## config.mk

```make
export PLATFORM = sky130hd
export DESIGN_NAME = uart_cmd_responder
export DESIGN_NICKNAME = d
export VERILOG_FILES = /design/src/rtl/uart_cmd_pkg.sv /design/src/rtl/uart_cmd_responder_regfile.sv /design/src/rtl/uart_cmd_responder.sv
export SDC_FILE = /design/constraint.sdc
export NUM_CORES = 1
export LEC_CHECK = 0
export CAP_MARGIN = 10
export CELL_PAD_IN_SITES_DETAIL_PLACEMENT = 0
export CELL_PAD_IN_SITES_GLOBAL_PLACEMENT = 2
export CORE_MARGIN = 4
export CORE_UTILIZATION = 42
export CTS_BUF_LIST = sky130_fd_sc_hd__clkbuf_4 sky130_fd_sc_hd__clkbuf_8
export DETAILED_ROUTE_END_ITERATION = 6
export PLACE_DENSITY = 0.83
export REMOVE_ABC_BUFFERS = 1
export SKIP_LAST_GASP = 1
export SLEW_MARGIN = 15
export SYNTH_ARGS = -nofsm -noshare
export SYNTH_HDL_FRONTEND = slang
export SYNTH_SLANG_ARGS = --single-unit
```

## constraint.sdc

```tcl
create_clock -name clk -period 1.8 [get_ports clk]
set_input_delay 0.54 -clock clk [delete_from_list [all_inputs] [get_ports clk]]
set_output_delay 0.54 -clock clk [all_outputs]
set_load 0.1 [all_outputs]
```

## src/rtl/uart_cmd_pkg.sv

```systemverilog
// uart_cmd_pkg: opcodes, reply bytes and FSM state encoding shared by the
// UART command responder.
package uart_cmd_pkg;

    localparam logic [7:0] OP_WR   = 8'h57;  // 'W'
    localparam logic [7:0] OP_RD   = 8'h52;  // 'R'
    localparam logic [7:0] RSP_OK  = 8'h4B;  // 'K'
    localparam logic [7:0] RSP_ERR = 8'h3F;  // '?'

    typedef enum logic [2:0] {
        ST_IDLE,
        ST_GET_ADDR,
        ST_GET_DATA,
        ST_EXEC,
        ST_SEND
    } state_t;

endpackage

```

## src/rtl/uart_cmd_responder_regfile.sv

```systemverilog
// cmd_regfile: 2**ADDR_W x 8-bit register file with one synchronous write
// port, one combinational read port and a live tap of register 0.
module cmd_regfile #(
    parameter int unsigned ADDR_W = 4
) (
    input  logic              clk,
    input  logic              rst_n,
    input  logic              we,
    input  logic [ADDR_W-1:0] waddr,
    input  logic [7:0]        wdata,
    input  logic [ADDR_W-1:0] raddr,
    output logic [7:0]        rdata,
    output logic [7:0]        reg0
);

    localparam int unsigned DEPTH = 2 ** ADDR_W;

    logic [7:0] mem [DEPTH];

    // Storage: cleared on reset, written on we.
    always_ff @(posedge clk or negedge rst_n) begin
        if (!rst_n) begin
            for (int unsigned i = 0; i < DEPTH; i++) begin
                mem[i] <= '0;
            end
        end else if (we) begin
            mem[waddr] <= wdata;
        end
    end

    assign rdata = mem[raddr];
    assign reg0  = mem[0];

endmodule

```

## src/rtl/uart_cmd_responder.sv

```systemverilog
// uart_cmd_responder: decodes 'W' addr data / 'R' addr commands popped from a
// UART receive FIFO, accesses a small register file and pushes a one-byte
// reply into the transmit FIFO. Register 0 is exported as ctrl_out.
// Optional feature: define UART_CMD_TIMEOUT_EN to abort a command whose next
// byte does not arrive within TIMEOUT_CYCLES (reply '?').
module uart_cmd_responder
    import uart_cmd_pkg::*;
#(
    parameter int unsigned ADDR_W         = 4,
    parameter int unsigned TIMEOUT_CYCLES = 100000
) (
    input  logic       clk,
    input  logic       rst_n,
    input  logic       rx_empty,
    input  logic [7:0] r_data,
    output logic       rd_uart,
    input  logic       tx_full,
    output logic [7:0] w_data,
    output logic       wr_uart,
    output logic [7:0] ctrl_out
);

    state_t            state;
    logic              armed;
    logic              is_wr;
    logic [ADDR_W-1:0] addr_q;
    logic [7:0]        data_q;
    logic [7:0]        rd_data;
    logic              fetch;
    logic              reg_we;
    logic              timeout;

    // Pop/push strobes follow the FIFO flags in the same cycle so a byte is
    // never popped from an empty FIFO nor pushed into a full one. armed keeps
    // rd_uart low until the first edge after reset release.
    assign fetch   = (state == ST_IDLE) || (state == ST_GET_ADDR) || (state == ST_GET_DATA);
    assign rd_uart = armed && fetch && !rx_empty;
    assign wr_uart = (state == ST_SEND) && !tx_full;
    assign reg_we  = (state == ST_EXEC) && is_wr;

    cmd_regfile #(
        .ADDR_W (ADDR_W)
    ) u_regfile (
        .clk   (clk),
        .rst_n (rst_n),
        .we    (reg_we),
        .waddr (addr_q),
        .wdata (data_q),
        .raddr (addr_q),
        .rdata (rd_data),
        .reg0  (ctrl_out)
    );

`ifdef UART_CMD_TIMEOUT_EN
    localparam int unsigned TMO_W = (TIMEOUT_CYCLES > 1) ? $clog2(TIMEOUT_CYCLES) : 1;

    logic [TMO_W-1:0] tmo_cnt;
    logic             waiting;

    assign waiting = ((state == ST_GET_ADDR) || (state == ST_GET_DATA)) && !rd_uart;
    assign timeout = waiting && (tmo_cnt == TMO_W'(TIMEOUT_CYCLES - 1));

    // Inter-byte stall counter: runs while a command waits for its next byte.
    always_ff @(posedge clk or negedge rst_n) begin
        if (!rst_n) begin
            tmo_cnt <= '0;
        end else if (waiting && !timeout) begin
            tmo_cnt <= tmo_cnt + TMO_W'(1);
        end else begin
            tmo_cnt <= '0;
        end
    end
`else
    assign timeout = 1'b0;

    // TIMEOUT_CYCLES has no effect in this build; the empty block only keeps
    // the parameter referenced.
    if (TIMEOUT_CYCLES == 0) begin : g_timeout_unused
    end
`endif

    // Command FSM: byte capture, execute, reply.
    always_ff @(posedge clk or negedge rst_n) begin
        if (!rst_n) begin
            state  <= ST_IDLE;
            armed  <= 1'b0;
            is_wr  <= 1'b0;
            addr_q <= '0;
            data_q <= '0;
            w_data <= '0;
        end else begin
            armed <= 1'b1;
            case (state)
                ST_IDLE: begin
                    if (rd_uart) begin
                        if (r_data == OP_WR) begin
                            is_wr <= 1'b1;
                            state <= ST_GET_ADDR;
                        end else if (r_data == OP_RD) begin
                            is_wr <= 1'b0;
                            state <= ST_GET_ADDR;
                        end else begin
                            w_data <= RSP_ERR;
                            state  <= ST_SEND;
                        end
                    end
                end
                ST_GET_ADDR: begin
                    if (rd_uart) begin
                        addr_q <= r_data[ADDR_W-1:0];
                        state  <= is_wr ? ST_GET_DATA : ST_EXEC;
                    end else if (timeout) begin
                        w_data <= RSP_ERR;
                        state  <= ST_SEND;
                    end
                end
                ST_GET_DATA: begin
                    if (rd_uart) begin
                        data_q <= r_data;
                        state  <= ST_EXEC;
                    end else if (timeout) begin
                        w_data <= RSP_ERR;
                        state  <= ST_SEND;
                    end
                end
                ST_EXEC: begin
                    w_data <= is_wr ? RSP_OK : rd_data;
                    state  <= ST_SEND;
                end
                ST_SEND: begin
                    if (wr_uart) begin
                        state <= ST_IDLE;
                    end
                end
                default: state <= ST_IDLE;
            endcase
        end
    end

endmodule
```

### Word level (Yosys, flattened, before mapping)

Cells that the tools add are included.

* magnitude comparators: 2
* equality and inequality tests: 12
* mux-type cells: 21
* bitwise gates (word level): 1
* reductions and logical operators: 17

Operators with widths (number)
* bitwise mux 128 bit: 1
* 2-to-1 mux 8 bit: 7
* binary-select mux 8 bit (select 4 bit): 1
* demux 8 bit (select 4 bit): 1
* 2-to-1 mux 3 bit: 6
* equality test 8 x 7 -> 1 bit (second input constant): 2
* one-hot mux 8 bit (2 select lines): 1
* one-hot mux 3 bit (5 select lines): 1
* != test 2 bit (second input constant): 6
* AND reduction 4 bit: 2
* equality test 3 x 2 -> 1 bit (second input constant): 2
* >= comparator 5 bit (second input constant): 1
* logical AND 1 bit: 5
* < comparator 5 x 1 -> 1 bit (second input constant): 1
* NOT 4 -> 5 bit: 1
* AND reduction 2 bit: 2
* nonzero test 2 bit: 2
* equality test 3 x 1 -> 1 bit (second input constant): 1
* equality test 3 bit (second input constant): 1
* zero test 3 bit: 1
* 2-to-1 mux 1 bit: 3
* AND reduction 3 bit: 1
* zero test 1 bit: 2
* logical OR 1 bit: 2

* register bits: 153
* input port bits: 12
* output and inout bits: 18
* logic and storage cells: 75

### Depth between registers and ports, before layout

Gate-level depths: netlist (run 1).

* depth in word-level cells: 7
* depth in mapped cells: 7
* gate-level depth less buffers: 4

### Modules after synthesis

From an unflattened synthesis (run 1), not the netlist that was laid out.

* cells, all modules: 471
* area total of the unflattened synthesis: 7185.6 um2

Modules (own cells, without submodules)
* cmd_regfile: instances 1, cells an instance 373, area each 5975.7 um2
* uart_cmd_responder: instances 1, cells an instance 98, area each 1209.9 um2

### Least setup slack after synthesis (run 1)

Ideal clock, no wire load.

* kind: input to output
* start point: input port rx_empty
* end point: output port rd_uart
* arrival: 2.504 ns
* required time: 1.260 ns
* path slack: -1.244 ns
* stages: 2
* path buffers: 0
* path through: or3b_2 a21oi_1

* cells in the longest elaborated chain, start to end: 2

Ends and longest elaborated chain
* from (decl): line uart_cmd_responder.sv:14 `input logic rx_empty,`
* zero test 1 bit: line uart_cmd_responder.sv:37 `assign rd_uart = armed && fetch && !rx_empty;`
* logical AND 1 bit: line uart_cmd_responder.sv:37
* to (decl): line uart_cmd_responder.sv:16 `output logic rd_uart,`

No other way between the ends.

### Worst setup path in the final report (run 1)

* start point: register armed
* end point: output port rd_uart

* cells in the longest elaborated chain, start to end: 2

Ends and longest elaborated chain
* from (decl): line uart_cmd_responder.sv:24 `logic armed;`
* from (signal assigned): line uart_cmd_responder.sv:86 `armed <= 1'b0;`
* from (signal assigned): line uart_cmd_responder.sv:92 `armed <= 1'b1;`
* logical AND 1 bit (2 in a row): line uart_cmd_responder.sv:37

No other way between the ends.

==> flow_metrics.py, run 1 <==
metrics = {
    "global_route": {
        "gr-total-overflow": 0,
        "gr-usage-all-layers": 0.1969,
        "met2_usage": 0.3148,
        "grt_antenna_before_repair": 0,
        "grtUsageMet1": 0.2613,
        "grt_max_degree": 50,
        "first_global_vias": 5006,
        "grt.met3_usage": 0.04974,
        "grt_busiest_layer": "met2",
        "grt_pass1_wl_um": 29670,
    },
    "final_layout": {
        "insertedDiodeCount": 0,
        "layout-drive-gt1-share": 0.6196,
        "finalNetCount": 601,
        "syn2layout_area_growth_pct": 33.32,
        "fin_util": 0.5786,
        "layout.cells.non_filler": 822,
    },
    "power": {
        "leakage_nw": 4.461,
        "p_per_area_nw_per_um2": 1008,
        "switching_share": 0.3248,
        "power_frac_seq": 0.406,
        "power.total_w": 0.009776,
        "p_sw_w": 0.003175,
        "clkPwrFrac": 0.280,
        "irDropWorstVdd_v": 0.0006573,
        "pwr-share-comb": 0.314,
        "p_int_w": 0.006601,
    },
    "cts": {
        "cts_buffers": 17,
        "cts_sinks": 153,
        "path_clk_slew_ps": 90,
        "clk_latency_ps": 460,
        "htreeDepth": 4,
        "clk_path_buf_depth": 2,
        "cts_tree": "built",
        "root_buffer": "clkbuf_8",
    },
    "placed_design": {
        "place_congestion": 0.7903,
        "dp_slack_ps": -618.7,
        "dp_hpwl_um": 11720,
        "portBuffers": 29,
        "dp.cells": 763,
    },
    "floorplan": {
        "die_h_um": 139.6,
        "fp.coreArea_um2": 16760,
        "ioPinCount": 30,
        "initial_core_util": 0.4340,
        "row_count": 47,
        "dieArea_um2": 19490,
        "dieWidth_um": 139.6,
    },
    "sta": {
        "period_share": 1.193,
        "setup_tns_ps": -8912,
        "hold_viol_final": 0,
        "slew_violations": 0,
        "fmax_mhz": 465.6,
        "max-slew-margin-rel": 0.4373,
        "fin_ws_ps": -347.8,
        "skew_ps": 11.50,
        "period_minus_slack_ps": 2148,
        "setup_violations": 116,
        "tightest_slew_ps": 844.0,
        "rsz0062_at_grt": "true",
    },
    "synth": {
        "muxShareOfSynthArea": 0.3318,
        "syn_avg_cell_area_um2": 15.12,
        "synth_compound_area_frac": 0.03028,
        "synth_cell_types": 53,
        "synth_top_family_by_area": "multiplexers",
        "synth_flop_cell": "dfrtp_1",
        "synthAdderAreaFrac": 0,
        "synth_edf_count": 0,
        "async_reset_ff_frac": 1.000,
        "synth_warnings": 0,
        "seq_area_frac_synth": 0.5264,
        "syn-cell-area_um2": 7273,
        "synth_seq_cells": 153,
        "synth_cells": 481,
        "synth_xor_area_frac": 0.001204,
        "synth-simple-area-share": 0.06640,
    },
    "detailed_routing": {
        "ant_nets": 0,
        "first_pass_iters": 4,
        "vias_per_cell": 5.580,
        "drt_iter0_markers": 321,
        "drc": 0,
        "routed_wl_um": 18900,
        "num_vias": 4587,
        "routedWlPerCell_um": 22.99,
    },
    "worst_setup_path": {
        "rrSetupSlack_ps": -220,
        "arrival_ps": 1610,
        "crit_fanout": 2,
        "critical_path_required_ps": 1260,
        "cp_cell_sequence": "or3b_4 -> a21oi_4 -> buf_12",
        "path_delay_family": "simple AND/OR/NAND/NOR gates",
        "critPathBufInv": 1,
        "cp_slowest_cell": "or3b_4",
        "critical_path.endpoint_type": "output port",
        "worstSetupStartpointType": "register",
        "crit_type": "register to output port",
        "slowest_delay_ps": 410,
    },
    "outcome": {
        "violations": "setup timing",
        "status": "complete, but fails checks",
    },
    "min_path": {
        "hold_path_class": "register to register",
    },
    "flow_run": {
        "drv_cap": 0,
    },
}
cell usage in the layout (no fill, tap or decap), types with 6 or more instances in the layout:
cell type,n
buf_12,30
buf_4,47
buf_6,35
clkbuf_8,19
clkdlybuf4s50_1,9
dfrtp_1,149
mux2_2,68
mux2_4,76
mux2i_1,12
mux4_2,26
nor2_4,11
nor2b_1,6
worst reg2reg max path, stage by stage (launching register included):
cell and delay, ps:
dfrtp_1 380, or3b_4 410, buf_4 150, buf_4 130
buf_4 130, nor3_4 150, a21oi_2 100, buf_4 170
a211o_1 290
flip-flops by register name (all words and copies together) (netlist names):
name            flops
is_wr               1
u_regfile.mem     120
armed               1
addr_q              4
data_q              8
u_regfile.reg0      8
state               3
w_data              8
cell type report:
| cell class | instances | area (um2) |
|---|---|---|
| Inverter | 4 | 15.01 |
| Timing Repair Buffer | 127 | 1564 |
| Fill cell | 1320 | 7063 |
| Tap cell | 220 | 275.3 |
| Multi-Input combinational cell | 286 | 3588 |
| Clock inverter | 12 | 148.9 |
| Clock buffer | 20 | 269.0 |
| Sequential cell | 153 | 3836 |
power by group through the flow:
| stage | clock, W | sequential [W] | combinational, W |
|---|---|---|---|
| 2_1_floorplan | 0 | 0.00427 | 0.000663 |
| 3_3_place_gp | 0 | 0.00403 | 0.00193 |
| 3_5_place_dp | 0 | 0.00405 | 0.00194 |
| 4_1_cts | 0.00278 | 0.00395 | 0.00292 |
| 5_1_grt | 0.00295 | 0.00400 | 0.00322 |
| 6_report | 0.00273 | 0.00397 | 0.00307 |
cells in the mapped netlist, types with 7 or more instances:
library cell | count | area share
buf_4 | 9 | 0.0093
clkbuf_1 | 11 | 0.0057
clkbuf_8 | 8 | 0.015
dfrtp_1 | 153 | 0.53
mux2_2 | 142 | 0.22
mux2i_1 | 15 | 0.021
mux4_1 | 15 | 0.054
mux4_2 | 11 | 0.034
nand2b_1 | 7 | 0.0060
nor2_1 | 7 | 0.0036
nor2b_1 | 7 | 0.0060
nor3_1 | 9 | 0.0062
timing repair:
action                                  4_1_cts  5_1_grt
pin swaps                                    22       16
endpoints found under the setup margin      138      140
buffers inserted                             22        5
cloned                                        3        0
gates resized for setup                     130       64
hold endpoints to repair                     35        0
hold buffers                                  1        0
kinds of logic after synthesis:
| kind of cell | after synthesis |
|---|---|
| mux | 185 |
| flops | 153 |
| simple gates | 69 |
| buf+inv | 42 |
| compound gates | 30 |
| xor+xnor | 1 |
| other cells | 1 |
path summary, 6_finish.rpt:
kind / from / to / cells after the start
setup / recovery: armed / rd_uart / 3
hold / removal: u_regfile.mem[118] / u_regfile.mem[118] / 1
setup reg to reg: armed / w_data[6] / 8
hold reg to reg: u_regfile.mem[118] / u_regfile.mem[118] / 1
max in group asynchronous: rst_n / data_q[5] / 3
min in group asynchronous: rst_n / u_regfile.mem[60] / 2
stage by stage:
| step | hold slack (ps) | area (um2) |
|---|---|---|
| CTS | 509.5 | 9428 |
| global route | 521.9 | 9697 |
| finish | 504.1 | 9697 |
| floorplan | 244.4 | 6973 |
| global placement | 473.4 | 8354 |
| detailed placement | 480.2 | 8354 |
routing by layer:
| layer | vias up | wire length (um) |
|---|---|---|
| li1 | 1984 | - |
| met1 | 2458 | 8326 |
| met2 | 121 | 9406 |
| met3 | 24 | 870 |
| met4 | 0 | 292 |
| met5 | - | 0 |
Note: power is estimated with default switching activity, not from simulation.
==> run 2, diff against run 1 <==
Settings changed: SKIP_CTS_REPAIR_TIMING set to 1.
==> flow_metrics.py, run 2 (synthesis gave the netlist of run 1 again) <==
metrics = {
    "placed_design": {
        "place_congestion": 0.7903,
        "dp_hpwl_um": 11720,
        "portBuffers": 29,
        "placed_area_um2": 8354,
        "dp_slack_ps": -618.7,
    },
    "sta": {
        "setup_violations": 123,
        "fin_ws_ps": -372.7,
        "period_share": 1.207,
        "max-slew-margin-rel": 0.4362,
        "hold_viol_final": 0,
        "fmax_mhz": 460.2,
        "rsz0062_at_grt": "true",
        "slew_violations": 0,
        "period_minus_slack_ps": 2173,
        "skew_ps": 12.43,
        "tightest_slew_ps": 845.6,
    },
    "power": {
        "irDropWorstVdd_v": 0.0008400,
        "p_per_area_nw_per_um2": 986.0,
        "leakage_nw": 4.415,
    },
    "outcome": {
        "violations": "setup timing",
        "status": "complete, but fails checks",
    },
    "global_route": {
        "grt_antenna_before_repair": 0,
        "grt_pass1_wl_um": 27010,
        "gr-total-overflow": 0,
        "gr-usage-all-layers": 0.1786,
        "grt_max_degree": 50,
        "first_global_vias": 4729,
    },
    "final_layout": {
        "finalNetCount": 592,
        "final_common_cell": "dfrtp_1",
        "finalInstanceArea_um2": 9683,
        "final_cell_mix": "dfrtp_1, mux2_4, mux2_2",
        "largest_reg_flops": 120,
        "layout-drive-gt1-share": 0.6138,
        "regMostFlops": "u_regfile.mem",
        "syn2layout_area_growth_pct": 33.13,
        "insertedDiodeCount": 0,
    },
    "detailed_routing": {
        "vias_per_cell": 5.610,
        "drt_iter0_markers": 336,
        "first_pass_iters": 5,
        "num_vias": 4561,
        "drc": 0,
        "routed_wl_um": 18440,
        "routedWlPerCell_um": 22.69,
        "ant_nets": 0,
    },
    "floorplan": {
        "initial_core_util": 0.4340,
        "ioPinCount": 30,
        "fp.coreArea_um2": 16760,
        "dieWidth_um": 139.6,
        "die_h_um": 139.6,
        "row_count": 47,
        "dieArea_um2": 19490,
    },
    "min_path": {
        "hold_path_class": "input port to async pin",
    },
    "cts": {
        "cts_sinks": 153,
        "clk_path_buf_depth": 2,
        "cts_buffers": 17,
        "path_clk_slew_ps": 80,
        "root_buffer": "clkbuf_8",
        "htreeDepth": 4,
        "cts_tree": "built",
        "clk_latency_ps": 460,
    },
    "worst_setup_path": {
        "arrival_ps": 1630,
        "worstSetupStartpointType": "register",
        "worstReg2RegStart": "addr_q[1]",
        "crit_fanout": 4,
        "crit_type": "register to output port",
        "critical_path.endpoint_type": "output port",
        "rrSetupSlack_ps": -260,
        "critical_path_required_ps": 1260,
        "timing.rr.end": "w_data[5]",
        "r2r_cells": 7,
    },
    "flow_run": {
        "drv_cap": 0,
    },
}
[run 2: cell types whose count changed in the layout (fill, tap and decap cells not counted), moves of 2 or more]
cell       previous run  this run
mux2_4               76        91
buf_8                 1         3
buf_6                35        28
bufbuf_16             2         0
clkbuf_16             0         2
mux2_2               68        53
buf_4                47        42
buf_12               30        33
[run 2: how the worst max path moves through the flow]
stage / depth (start not counted) / slack [ps] / end / start
detailed placement: 4 / -620 / rd_uart / rx_empty
global route: 3 / -430 / rd_uart / state[2]
CTS: 4 / -630 / rd_uart / rx_empty
global placement: 4 / -590 / rd_uart / rx_empty
finish: 3 / -370 / rd_uart / state[2]
floorplan: 2 / -1240 / rd_uart / rx_empty
[run 2: final cells by class]
type	instances	area [um2]
tap	220	275.3
inverter	4	15.01
timing repair buffer	118	1489
clock inverter	12	148.9
clock buffer	20	269.0
fill	1297	7077
multi-input combinational	286	3650
sequential	153	3836
[run 2: worst max-delay path, cell delays in order, from the launching register on]
cell and delay, ps:
dfrtp_2 430, or3b_4 400, a21oi_4 150, buf_12 190
[run 2: layer usage]
metal  vias up  global-route usage  share of wire
li1       1969                   -              -
met1      2474              0.2408           0.46
met2        96              0.2842           0.49
met3        22             0.04185          0.036
met4         0             0.06527          0.017
met5         -                   0              0
[run 2: stage by stage]
stage,TNS (ps),total power [W],utilization,hold WS (ps),std cells
after floorplan,-83120,0.004930,-,244.4,443
after global placement,-41400,0.005959,0.4985,473.4,763
after detailed placement,-44390,0.005985,0.4985,480.2,763
after CTS,-42670,0.008695,0.5234,-11.44,795
after global routing,-19430,0.009938,0.5778,0.8057,813
final,-15220,0.009548,0.5778,1.509,813
[run 2: power by group]
group / switching [W] / leakage [nW] / internal (W)
clock network: 0.00128 / 0.204 / 0.00145
logic: 0.00141 / 2.12 / 0.00146
registers: 0.000393 / 2.09 / 0.00356
==> run 3, diff against run 2 <==
Settings changed: CTS_CLUSTER_DIAMETER set to 40.
==> results of run 3 <==
No change in the layout: final DEF, timing and power equal those of run 2.
